## src/rtl/mem_port_arbiter.sv

```systemverilog
// mem_port_arbiter
// Shares one variable-latency memory port between the instruction-fetch
// requester (read-only) and the MEM-stage data requester (read/write).
// Each access runs IDLE -> BUSY_x -> DONE_x. The stall stays asserted while
// any request is waiting. A counter limits how many data grants in a row can
// pass an instruction fetch that is waiting.
//
// Ports:
//   clk_i, rst_i                 clock, asynchronous active-high reset
//   if_req_i / if_addr_i         instruction fetch request and address
//   if_rdata_o / if_ready_o      fetched word and one-cycle completion pulse
//   dm_req_i / dm_we_i           data request, 1 = write
//   dm_addr_i / dm_wdata_i       data address and write data
//   dm_rdata_o / dm_ready_o      read data and one-cycle completion pulse
//   mem_req_o / mem_we_o         backing memory request and write strobe
//   mem_addr_o / mem_wdata_o     backing memory address and write data
//   mem_rdata_i / mem_ack_i      backing memory read data and completion
//   stall_o                      global pipeline stall
module mem_port_arbiter #(
    parameter int ADDR_W     = 32,
    parameter int DATA_W     = 32,
    parameter int STARVE_MAX = 4
) (
    input  logic              clk_i,
    input  logic              rst_i,
    input  logic              if_req_i,
    input  logic [ADDR_W-1:0] if_addr_i,
    output logic [DATA_W-1:0] if_rdata_o,
    output logic              if_ready_o,
    input  logic              dm_req_i,
    input  logic              dm_we_i,
    input  logic [ADDR_W-1:0] dm_addr_i,
    input  logic [DATA_W-1:0] dm_wdata_i,
    output logic [DATA_W-1:0] dm_rdata_o,
    output logic              dm_ready_o,
    output logic              mem_req_o,
    output logic              mem_we_o,
    output logic [ADDR_W-1:0] mem_addr_o,
    output logic [DATA_W-1:0] mem_wdata_o,
    input  logic [DATA_W-1:0] mem_rdata_i,
    input  logic              mem_ack_i,
    output logic              stall_o
);

    typedef enum logic [2:0] {
        IDLE,
        BUSY_I,
        BUSY_D,
        DONE_I,
        DONE_D
    } state_t;

    localparam logic [3:0] STARVE_LIM = 4'(STARVE_MAX);

    state_t            state_q, state_d;
    logic [3:0]        starve_q, starve_d;
    logic              mem_req_q, mem_req_d;
    logic              mem_we_q, mem_we_d;
    logic [ADDR_W-1:0] mem_addr_q, mem_addr_d;
    logic [DATA_W-1:0] mem_wdata_q, mem_wdata_d;
    logic [DATA_W-1:0] if_rdata_q, if_rdata_d;
    logic [DATA_W-1:0] dm_rdata_q, dm_rdata_d;

    always_ff @(posedge clk_i or posedge rst_i) begin
        if (rst_i) begin
            state_q     <= IDLE;
            starve_q    <= '0;
            mem_req_q   <= 1'b0;
            mem_we_q    <= 1'b0;
            mem_addr_q  <= '0;
            mem_wdata_q <= '0;
            if_rdata_q  <= '0;
            dm_rdata_q  <= '0;
        end else begin
            state_q     <= state_d;
            starve_q    <= starve_d;
            mem_req_q   <= mem_req_d;
            mem_we_q    <= mem_we_d;
            mem_addr_q  <= mem_addr_d;
            mem_wdata_q <= mem_wdata_d;
            if_rdata_q  <= if_rdata_d;
            dm_rdata_q  <= dm_rdata_d;
        end
    end

    always_comb begin
        state_d     = state_q;
        starve_d    = starve_q;
        mem_req_d   = mem_req_q;
        mem_we_d    = mem_we_q;
        mem_addr_d  = mem_addr_q;
        mem_wdata_d = mem_wdata_q;
        if_rdata_d  = if_rdata_q;
        dm_rdata_d  = dm_rdata_q;

        case (state_q)
            IDLE: begin
                // Data normally wins a tie because it belongs to the older
                // instruction. Once the counter reaches the limit, the
                // waiting fetch takes the grant instead.
                if (dm_req_i && !(if_req_i && (starve_q == STARVE_LIM))) begin
                    state_d     = BUSY_D;
                    mem_req_d   = 1'b1;
                    mem_we_d    = dm_we_i;
                    mem_addr_d  = dm_addr_i;
                    mem_wdata_d = dm_wdata_i;
                    if (if_req_i) begin
                        if (starve_q != STARVE_LIM) begin
                            starve_d = starve_q + 4'd1;
                        end
                    end else begin
                        starve_d = '0;
                    end
                end else if (if_req_i) begin
                    state_d    = BUSY_I;
                    mem_req_d  = 1'b1;
                    mem_we_d   = 1'b0;
                    mem_addr_d = if_addr_i;
                    starve_d   = '0;
                end else begin
                    starve_d = '0;
                end
            end
            BUSY_I: begin
                if (mem_ack_i) begin
                    state_d    = DONE_I;
                    mem_req_d  = 1'b0;
                    mem_we_d   = 1'b0;
                    if_rdata_d = mem_rdata_i;
                end
            end
            BUSY_D: begin
                // A write completion must not overwrite the last read data.
                if (mem_ack_i) begin
                    state_d   = DONE_D;
                    mem_req_d = 1'b0;
                    mem_we_d  = 1'b0;
                    if (!mem_we_q) begin
                        dm_rdata_d = mem_rdata_i;
                    end
                end
            end
            DONE_I, DONE_D: begin
                state_d = IDLE;
            end
            default: begin
                state_d = IDLE;
            end
        endcase
    end

    assign if_ready_o  = (state_q == DONE_I);
    assign dm_ready_o  = (state_q == DONE_D);
    assign if_rdata_o  = if_rdata_q;
    assign dm_rdata_o  = dm_rdata_q;
    assign mem_req_o   = mem_req_q;
    assign mem_we_o    = mem_we_q;
    assign mem_addr_o  = mem_addr_q;
    assign mem_wdata_o = mem_wdata_q;

    // The stall is combinational so that it drops in a requester's own
    // ready cycle. The pipeline can then advance on that same edge.
    assign stall_o = (if_req_i & ~if_ready_o) | (dm_req_i & ~dm_ready_o);

endmodule

```

## config.mk

```make
export PLATFORM = sky130hd
export DESIGN_NAME = mem_port_arbiter
export DESIGN_NICKNAME = d
export VERILOG_FILES = /design/src/rtl/mem_port_arbiter.sv
export SDC_FILE = /design/constraint.sdc
export NUM_CORES = 1
export LEC_CHECK = 0
export BUFFER_PORTS_ARGS = -buffer_cell sky130_fd_sc_hd__buf_2
export CAP_MARGIN = 10
export CORE_MARGIN = 2
export CORE_UTILIZATION = 28
export DETAILED_ROUTE_END_ITERATION = 10
export PLACE_DENSITY = 0.56
export SLEW_MARGIN = 20
export SYNTH_ARGS = -nofsm -noshare
export SYNTH_HDL_FRONTEND = slang
export SYNTH_SLANG_ARGS = --single-unit
```

## constraint.sdc

```tcl
create_clock -name clk_i -period 5.78 [get_ports clk_i]
set_input_delay 1.156 -clock clk_i [delete_from_list [all_inputs] [get_ports clk_i]]
set_output_delay 1.156 -clock clk_i [all_outputs]
set_load 0.1 [all_outputs]
```

==> metrics.cfg <==
[run_status]
status=complete, no violations

[yosys]
synth.largest_area_cell=dfrtp_1
synth_edf_count=0
ys_ff_latch=137
synth.net_count=552
yosys.area.top_type_share=0.5986
syn_area_per_cell_um2=13.77
synth_common_cells=137 x dfrtp_1, 93 x mux2_2, 37 x o21ai_0
synthCells=416
ys_async_sr_fraction=1.000
synth.cell_area_um2=5727
synth_cell_types=36
yosysMostFrequentCell=dfrtp_1
yosys_warnings=0
synthFlopType=dfrtp_1
yosys-top-cells-area=dfrtp_1 60%, mux2_2 18%, a2bb2oi_1 4.9%, a311oi_1 4.9%, o21ai_0 3.2%
ys_seq_area_frac=0.5986

[setup_path]
cp-end-kind=output port
reg2regPathDepth=5
crit_path_end=stall_o
rr_endpoint=mem_addr_o[27]
rr_startpoint=state_q[2]
cp_slowest_cell=buf_2
arrival_ps=2460
path_cells=buf_2 -> inv_1 -> o22ai_1 -> buf_2
cp_slowest_stage_delay_ps=550
crit_type=primary input to output port
startpoint_type=primary input
worst-endpoint-required_ps=4620
critPathBufInv=3
cp-startpoint=dm_req_i
rrSetupSlack_ps=3210
cp_num_cells=4
path_max_fanout=38
cp_top_family=buffers and inverters
cp_common_cell=buf_2

[timing]
finalCriticalPeriod_ps=3612
period_share=0.6250
finalSetupTns_ps=0
finalSetupViolations=0
max_freq_mhz=276.8
drv_slew=0
worst_slack_ps=2168
rsz0062_at_grt=no
finalClockSkew_ps=10.43
tightest_slew_ps=727.2
slew_headroom=0.5152
hold_viol=0

[clock_tree]
ctsResizeCount=0
clkLatencyLatePin_ps=410
ctsRootBufferMaster=clkbuf_16
cts_inserted_buffers=17
clk_pin_slew_ps=60
cts_hold_buf=0
cts_tree=built
post_cts_buffers=0
cts-htree-levels=4
clk_path_buf_depth=2
clock-sinks=137

[grt]
gr-total-overflow=0
grt_max_degree=79
grt_pass1_vias=4995
grt_usage=0.1492
antenna_found_initial=2
grt_pass1_wl_um=25650

[finish]
syn2layout_area_growth_pct=38.78
fillers=1973
post-route-util=0.3940
regArea_um2=3428
drive_gt1_frac=0.5924
multi_input_area_um2=2122
final_net_count=810

[placed_design]
gp_congestion=0.8226
dp_slack_ps=2205
portBuffers=266
dp_hpwl_um=11340

[drt]
routed_wl_um=15910
avgViaCountPerCell=4.780
drc=0
antenna_left=0
wire_per_inst_um=16.59
drtIter0Drc=131
via_count=4584
firstDrtPassIters=4

[floorplanning]
dieArea_um2=21610
num_io_pins=267
initial_core_util=0.2839
die_w_um=147.0
die_y_um=147.0
core-area_um2=20170
rows=52

[worst_hold_path]
whs_path_depth=1
hold_path.class=flop to flop

[run]
cap_violations=0

-- state kept, by name, indices dropped and copies added (netlist names) --
register     count
starve_q         4
mem_req_o        1
mem_wdata_o     32
state_q          3
if_rdata_o      32
dm_rdata_o      32
mem_addr_o      32
mem_we_o         1
-- worst register-to-register path, stage by stage (launching register included) --
cell and delay (ps):
dfrtp_1 530, or3_1 580, buf_4 300, nor2_2 530, buf_4 360, a2bb2oi_1 190
-- layout by cell type (no fill, tap or decap), types with 2 or more instances in the layout --
cell / instances
a2bb2oi_1: 32
a311oi_1: 32
and2_1: 2
buf_2: 266
buf_4: 9
bufinv_16: 3
clkbuf_16: 17
clkinvlp_4: 3
dfrtp_1: 137
diode_2: 2
ha_1: 2
inv_1: 6
inv_6: 7
mux2_1: 3
mux2_2: 93
nand2_1: 8
nor2_1: 2
nor2_2: 2
nor3_1: 2
o21ai_0: 37
o22ai_1: 2
-- cell families after synthesis --
group	Yosys count	synth area share
xor gates and xnor gates	1	0.001530
muxes	97	0.1905
adders and majority gates	2	0.004369
buffers and inverters	43	0.03452
DFF	137	0.5986
and+or+nand+nor	27	0.02993
AOI/OAI and AO/OA	109	0.1405
-- per-stage QoR --
stage               std cells  hold slack, ps  cell area (um2)
finish                    959           477.9             7948
CTS                       957           478.8             7941
global placement          925           456.9             7317
detailed placement        925           464.8             7317
global route              957           483.8             7943
floorplan                 416           499.4             5727
-- worst min path at each step --
stage | end | start | slack (ps)
after floorplan | starve_q[0] | starve_q[0] | 500
after global placement | mem_req_o | mem_req_o | 460
after detailed placement | mem_req_o | mem_req_o | 460
after CTS | mem_req_o | mem_req_o | 480
after global routing | mem_req_o | mem_req_o | 480
final | dm_rdata_o[13] | dm_rdata_o[13] | 480
-- final cells by class --
type,count,share of cell area
tap,270,0.04251
sequential,137,0.4314
clock inverter,14,0.02330
antenna,2,0.0006297
clock buffer,18,0.05526
multi-input combinational,236,0.2670
inverter,7,0.003936
timing repair buffer,275,0.1760
-- routing by layer --
layer	share of wire	vias to the layer above	routed length (um)	global-route usage
li1	-	2098	-	-
met1	0.40	2259	6350	0.1707
met2	0.49	214	7816	0.2540
met4	0.0068	2	108	0.04183
met5	0.00082	-	13	0
met3	0.10	11	1624	0.06677
Power is not shown: default switching activity piles up to over one toggle a cycle in this logic, so the estimate is an artifact.
